$ cat config.mk
export PLATFORM = sky130hd
export DESIGN_NAME = armleocpu_mul_sequencer
export DESIGN_NICKNAME = d
export VERILOG_FILES = /design/src/rtl/armleocpu_mul_sequencer.sv
export SDC_FILE = /design/constraint.sdc
export NUM_CORES = 1
export LEC_CHECK = 0
export ABC_CLOCK_PERIOD_IN_PS = 2400
export CAP_MARGIN = 0
export CORE_MARGIN = 3
export CORE_UTILIZATION = 25
export CTS_BUF_LIST = sky130_fd_sc_hd__clkbuf_4 sky130_fd_sc_hd__clkbuf_8
export DETAILED_ROUTE_END_ITERATION = 6
export DONT_BUFFER_PORTS = 1
export PLACE_DENSITY = 0.49
export SLEW_MARGIN = 20
export SYNTH_ARGS = -nofsm -noshare
export SYNTH_HDL_FRONTEND = slang
export SYNTH_SLANG_ARGS = --single-unit
$ cat constraint.sdc
create_clock -name clk -period 2.4 [get_ports clk]
set_clock_uncertainty 0.05 [all_clocks]
set_input_delay 0.48 -clock clk [delete_from_list [all_inputs] [get_ports clk]]
set_output_delay 0.48 -clock clk [all_outputs]
set_load 0.03 [all_outputs]
$ cat src/rtl/armleocpu_mul_sequencer.sv
// Sequencer for the shared 32x32->64 unsigned multiplier implementing RV32M MUL/MULH/MULHSU/MULHU.
// Converts signed operands to magnitudes, issues a start pulse, re-applies the sign and returns one half.
module armleocpu_mul_sequencer #(
  parameter int unsigned TIMEOUT_CYCLES = 64
) (
  input  logic        clk,
  input  logic        rst,
  input  logic        req_valid,
  output logic        req_ready,
  input  logic [1:0]  req_op,
  input  logic [31:0] req_rs1,
  input  logic [31:0] req_rs2,
  input  logic        kill,
  output logic        rsp_valid,
  output logic [31:0] rsp_data,
  output logic        rsp_error,
  output logic        mul_valid,
  output logic [31:0] mul_factor0,
  output logic [31:0] mul_factor1,
  input  logic        mul_ready,
  input  logic [63:0] mul_result
);

  localparam int unsigned CNT_W = (TIMEOUT_CYCLES > 0) ? $clog2(TIMEOUT_CYCLES + 1) : 1;

  localparam logic [1:0] OP_MUL    = 2'b00;
  localparam logic [1:0] OP_MULH   = 2'b01;
  localparam logic [1:0] OP_MULHSU = 2'b10;

  typedef enum logic [2:0] {
    S_IDLE,
    S_ISSUE,
    S_WAIT,
    S_RESP,
    S_DRAIN
  } state_t;

  state_t           state;
  logic             neg;
  logic             is_lo;
  logic [CNT_W-1:0] counter;

  logic             rs1_signed;
  logic             rs2_signed;
  logic [31:0]      rs1_mag;
  logic [31:0]      rs2_mag;
  logic [63:0]      prod;
  logic [CNT_W-1:0] cnt_inc;
  logic             timeout;

  // Operand conditioning; |0x80000000| wraps to itself and is then treated as unsigned.
  assign rs1_signed = (req_op == OP_MULH) || (req_op == OP_MULHSU);
  assign rs2_signed = (req_op == OP_MULH);
  assign rs1_mag    = (rs1_signed && req_rs1[31]) ? (~req_rs1 + 32'd1) : req_rs1;
  assign rs2_mag    = (rs2_signed && req_rs2[31]) ? (~req_rs2 + 32'd1) : req_rs2;

  assign prod    = neg ? (~mul_result + 64'd1) : mul_result;
  assign cnt_inc = counter + CNT_W'(1);
  assign timeout = (TIMEOUT_CYCLES != 0) && (cnt_inc == CNT_W'(TIMEOUT_CYCLES));

  always_ff @(posedge clk) begin
    if (rst) begin
      state       <= S_IDLE;
      req_ready   <= 1'b1;
      rsp_valid   <= 1'b0;
      rsp_data    <= 32'd0;
      rsp_error   <= 1'b0;
      mul_valid   <= 1'b0;
      mul_factor0 <= 32'd0;
      mul_factor1 <= 32'd0;
      neg         <= 1'b0;
      is_lo       <= 1'b0;
      counter     <= '0;
    end else begin
      mul_valid <= 1'b0;
      rsp_valid <= 1'b0;
      rsp_error <= 1'b0;
      case (state)
        S_IDLE: begin
          if (req_valid && !kill) begin
            mul_factor0 <= rs1_mag;
            mul_factor1 <= rs2_mag;
            neg         <= (rs1_signed & req_rs1[31]) ^ (rs2_signed & req_rs2[31]);
            is_lo       <= (req_op == OP_MUL);
            mul_valid   <= 1'b1;
            req_ready   <= 1'b0;
            state       <= S_ISSUE;
          end
        end
        S_ISSUE: begin
          counter <= '0;
          if (kill) begin
            req_ready <= 1'b1;
            state     <= S_IDLE;
          end else begin
            state <= S_WAIT;
          end
        end
        S_WAIT: begin
          counter <= cnt_inc;
          if (mul_ready && kill) begin
            req_ready <= 1'b1;
            state     <= S_IDLE;
          end else if (mul_ready) begin
            rsp_valid <= 1'b1;
            rsp_data  <= is_lo ? prod[31:0] : prod[63:32];
            state     <= S_RESP;
          end else if (kill) begin
            state <= S_DRAIN;
          end else if (timeout) begin
            rsp_valid <= 1'b1;
            rsp_error <= 1'b1;
            rsp_data  <= 32'd0;
            state     <= S_RESP;
          end
        end
        S_RESP: begin
          req_ready <= 1'b1;
          state     <= S_IDLE;
        end
        S_DRAIN: begin
          // Swallow the in-flight multiplier result; watchdog exits silently.
          counter <= cnt_inc;
          if (mul_ready || timeout) begin
            req_ready <= 1'b1;
            state     <= S_IDLE;
          end
        end
        default: begin
          req_ready <= 1'b1;
          state     <= S_IDLE;
        end
      endcase
    end
  end

endmodule

# After elaboration in Yosys (flattened, before gate mapping)
# Index checks and enable logic that the tools add are counted.
# W data, S select, Z words.
[op_classes]
addsub = 4
mul = 0
div_mod_pow = 0
order_cmp = 0
n_eq_ne = 12
shift = 0
n_mux = 25
bitwise_logic = 9
reduce_logical = 19
[op_table]
columns = ["cell", "n"]
rows = [
  ["$mux W32", 6],
  ["$add A32 B1 Y32 const B", 2],
  ["$add A64 B1 Y64 const B", 1],
  ["$mux W64", 1],
  ["$not A32 Y32", 2],
  ["$not A64 Y64", 1],
  ["$mux W3", 6],
  ["$pmux W7 S2", 1],
  ["$pmux W3 S4", 1],
  ["$mux W1", 8],
  ["$ne A2 B2 Y1 const B", 4],
  ["$reduce_and A4 Y1", 2],
  ["$add A7 B1 Y7 const B", 1],
  ["$eq A7 B7 Y1 const B", 1],
  ["$ne A5 B5 Y1 const B", 1],
  ["$logic_and A1 B1 Y1", 4],
  ["$pmux W1 S4", 1],
  ["$reduce_bool A2 Y1", 2],
  ["$reduce_or A2 Y1", 2],
  ["$reduce_or A4 Y1", 1],
  ["$eq A3 B1 Y1 const B", 1],
  ["$eq A3 B2 Y1 const B", 1],
  ["$eq A3 B3 Y1 const B", 1],
  ["$logic_not A3 Y1", 1],
  ["13 further kinds", 17],
]
[totals]
register_bits = 112
latch_bits = 0
ram_bits = 0
mem_bits_ro = 0
memories = 0

# Depth between registers and ports, before layout
[depth]
depth_word = 7
depth_mapped = 8
ltp_nobuf = 8

# Least setup slack after synthesis
# Ideal clock, no wire load.
[synth_timing]
path_type = "input port to flip-flop"
startpoint = "input mul_result[28]"
endpoint = "register rsp_data[17]"
setup_ps = 117
t_arrival_ps = 2431
slack_ps = -199
cell_stages = 7
n_path_buf = 1
path_cell_list = "or4_1 buf_2 or2_4 nor3_4 nand4_2 or3_1 a32o_1"
[synth_via]
elab_chain_cells = 5
[synth_lines]
columns = ["element", "line", "text"]
rows = [
  ["start: declaration", "21", "input logic [63:0] mul_result"],
  ["$not A64 Y64", "57", "assign prod = neg ? (~mul_result + 64'd1) : mul_result;"],
  ["$add A64 B1 Y64", "57", ""],
  ["$mux W64", "57", ""],
  ["$mux W32", "106", "rsp_data <= is_lo ? prod[31:0] : prod[63:32];"],
  ["$mux W32", "104", "end else if (mul_ready) begin"],
  ["end signal: assignment", "106", ""],
  ["end: declaration", "15", "output logic [31:0] rsp_data,"],
]
# No other way between the ends.
# A chain may end at the register's enable or synchronous reset.

# Final worst setup path
[layout_timing]
startpoint = "register state[2]"
endpoint = "register rsp_data[9]"
[layout_via]
elab_chain_cells = 2
[layout_lines]
columns = ["element", "line", "text"]
rows = [
  ["start: declaration", "38", "state_t state;"],
  ["start signal: assignment", "63", "state <= S_IDLE;"],
  ["start signal: assignment", "87", "state <= S_ISSUE;"],
  ["start signal: assignment", "94", "state <= S_IDLE;"],
  ["$eq A3 B2 Y1", "78", "case (state)"],
  ["$reduce_and A4 Y1 (no source line)", "n/a", ""],
]
# No other way between the ends.

==> reports/summary.txt <==
Hold Startpoint = kill
Worst Hold Class = input pin to flop
Combinational share of power = 16.8%
Tcrit/Tclk final = 92.6%
Post-synthesis cell type count = 72
Synth warn = 0
Rows = 63
Vias in the first global route = 7791
All-Layer GR Usage = 18.0%
NetSw = 1.40 mW
Final setup vio count = 0
Synth async-reset ratio = 0%
TritonCTS clock tree = yes
Starting DRC count in detailed routing = 542
GP Congestion = 0.910
Detailed Route WL = 30300 um
Net count, final = 1196
Initial antenna violation count = 0
Final Max Tran Viols = 0
Largest family of logic cells by synthesized area = simple AND/OR/NAND/NOR gates
Sw frac = 33.6%
Max Fclk = 450 MHz
Core box area = 29900 sq um
Drt wl/cell = 20.9 um
First drt pass iteration count = 5
Xor-xnor portion of the synthesized cell area = 9.72%
Cts bufs inserted = 9
DRC viols = 0
EDFF count, synth = 0
Detail Route Antenna Nets = 0
Commonest non-fill, non-tap cell in the layout = nor2_1
Synth Cell Area = 7660 sq um
Critical path peak fanout = 21
R2R Setup Slk = 0.18 ns
Final min period = 2.22 ns
Vias = 7993
Run status = complete, no violations
Placed cell count = 1434
Inserted Diodes = 0
Die Area = 32800 sq um
Port bufs = 0
Clock slew at reported path FFs = 0.13 ns
Clock buffer depth = 2
Nature of the critical path endpoint = flop
Syn_area_per_cell = 7.56 sq um
Compound-gate portion of the synthesized area = 25.7%
Top_reg_cell synth = dfxtp_1
Post-synth top area cell = dfxtp_1
Post-Layout Cell Count = 1449
FF-to-FF End = rsp_data[9]
Ports = 235
Post-synthesis sequential area ratio = 29.3%
Layout cells sized above 1 = 13.2%
Syn Nets = 1154
Clock Latency Late Sink = 0.42 ns
Unrepaired setup endpoints after global routing = false
Max-cap check violation count = 0
R2R Path Start = state[2]
Clock sink count = 112
Crit Path Category = flop to flop
Largest net degree at the start of global routing = 76
Worst setup SP type = flop
Slew HR = 62.2%
Hold EP = state[1]
Reg2Reg Depth = 7
Req. time, crit path = 2.73 ns
Starting Density = 25.6%
Commonest cells after routing, fill and taps aside = 128 x nor2_1, 110 x dfxtp_1, 90 x buf_4
Synth top area share = 29.3%
Die Ht = 181 um
Synth Area in Simple Gates = 27.2%
Worst-margin pin slew = 0.565 ns
DP HPWL = 23300 um
Post-Synthesis Cells = 1013
Root Buffer = clkbuf_8
Setup TNS Final = 0 ns
Via density = 5.52
First-pass GRT wire length = 46700 um
Max H-tree Level = 3
Synthesized flop and latch total = 112
P_int = 2.76 mW
Mux cell area share after synthesis = 2.68%
Die width = 181 um
Filler cell count in the final layout = 3255
Area contributors post-synth = dfxtp_1 29%, nor2_1 6.3%, xnor2_1 5.5%
Synth Area in Adders = 0.980%
Peak VDD IR = 0.448 mV
Register share of total power = 52.3%
Clock power share = 30.9%
Hold Path Depth = 1
Total gr overflow = 0
Leak Pwr = 3.02 nW
Area delta synth->final = 16.7%
Pwr per Cell Area = 466 nW/um^2
Hold violation total from the final report = 0
Data arrival, critical path = 2.55 ns
[state kept, by name (all words and copies together), names as in the netlist]
signal	count
counter	7
rsp_valid	1
rsp_data	32
req_ready	1
rsp_error	1
mul_valid	1
mul_factor1	32
neg	1
state	3
mul_factor0	32
is_lo	1
[synth_stat cells, drive strengths merged (23+ instances only)]
cell type and n:
xor2 37, nand2 85, nand3 27, clkbuf 55, dfxtp 112, xnor2 48
inv 23, a21oi 48, nor4 26, nor3 55, o21ai 53, a211oi 49
nor2 129, o31ai 24
[power groups by stage]
stage | Clock, mW | Sequential [mW] | Combinational [mW]
after floorplan | 0 | 2.19 | 0.532
after global placement | 0 | 2.22 | 0.698
after detailed placement | 0 | 2.22 | 0.701
after CTS | 1.37 | 2.18 | 0.705
after global routing | 1.42 | 2.19 | 0.790
final | 1.29 | 2.18 | 0.701
[worst max path at each step]
stage / startpoint / end / slack [ns] / cells past startpoint
4_1_cts: counter[0] / state[0] / 0.11 / 7
3_5_place_dp: mul_result[28] / rsp_data[8] / -0.21 / 7
2_1_floorplan: mul_result[28] / rsp_data[24] / -0.14 / 7
3_3_place_gp: mul_result[0] / rsp_data[23] / -0.26 / 7
5_1_grt: state[2] / rsp_data[9] / 0.05 / 7
6_report: state[2] / rsp_data[9] / 0.18 / 7
[worst max-delay path, stage by stage, from the launching register on]
cell and delay [ns]:
dfxtp_1 0.33, buf_4 0.20, nor4_1 0.38, and3_1 0.28
nand2_1 0.32, a311oi_1 0.42, a41oi_1 0.09, nand3_1 0.10
[metal layers]
metal  up-vias  GRT usage, %  wire, um
met5         -             0         0
met4         0          5.45       624
met3        40          7.93      3630
met2       369          28.5     13700
met1      3705          22.0     12300
li1       3879             -         -
[layout make-up]
cell class | count | area [sq um] | area share (%)
Clock buffer | 10 | 131 | 1.47
Clock inverter | 5 | 66.3 | 0.742
Inverter | 24 | 90.1 | 1.01
Multi-Input combinational cell | 814 | 5160 | 57.7
Sequential cell | 112 | 2240 | 25.1
Tap cell | 390 | 488 | 5.46
Timing Repair Buffer | 94 | 756 | 8.46
[metrics by stage]
stage	total power, mW	hold WS [ns]	cell area, sq um	utilization (%)	setup WS (ns)
2_1_floorplan	2.72	0.446	7720	-	-0.136
3_3_place_gp	2.92	0.464	8730	29.2	-0.265
3_5_place_dp	2.93	0.477	8730	29.2	-0.211
4_1_cts	4.25	0.0117	8930	29.9	0.113
5_1_grt	4.40	0.0358	8930	29.9	0.0467
6_report	4.17	0.0813	8930	29.9	0.179
[logic make-up after synthesis]
group | count (synthesis)
compound gates | 282
flops | 112
xor+xnor | 85
mux | 20
buf+inv | 87
simple gates | 421
fa+ha+maj | 6
[timing repair]
action,in CTS,in global routing
hold buffers,0,0
endpoints found under the setup margin,0,3
buffers inserted,0,0
resized for setup,0,2
(Power assumes the default switching activity.)
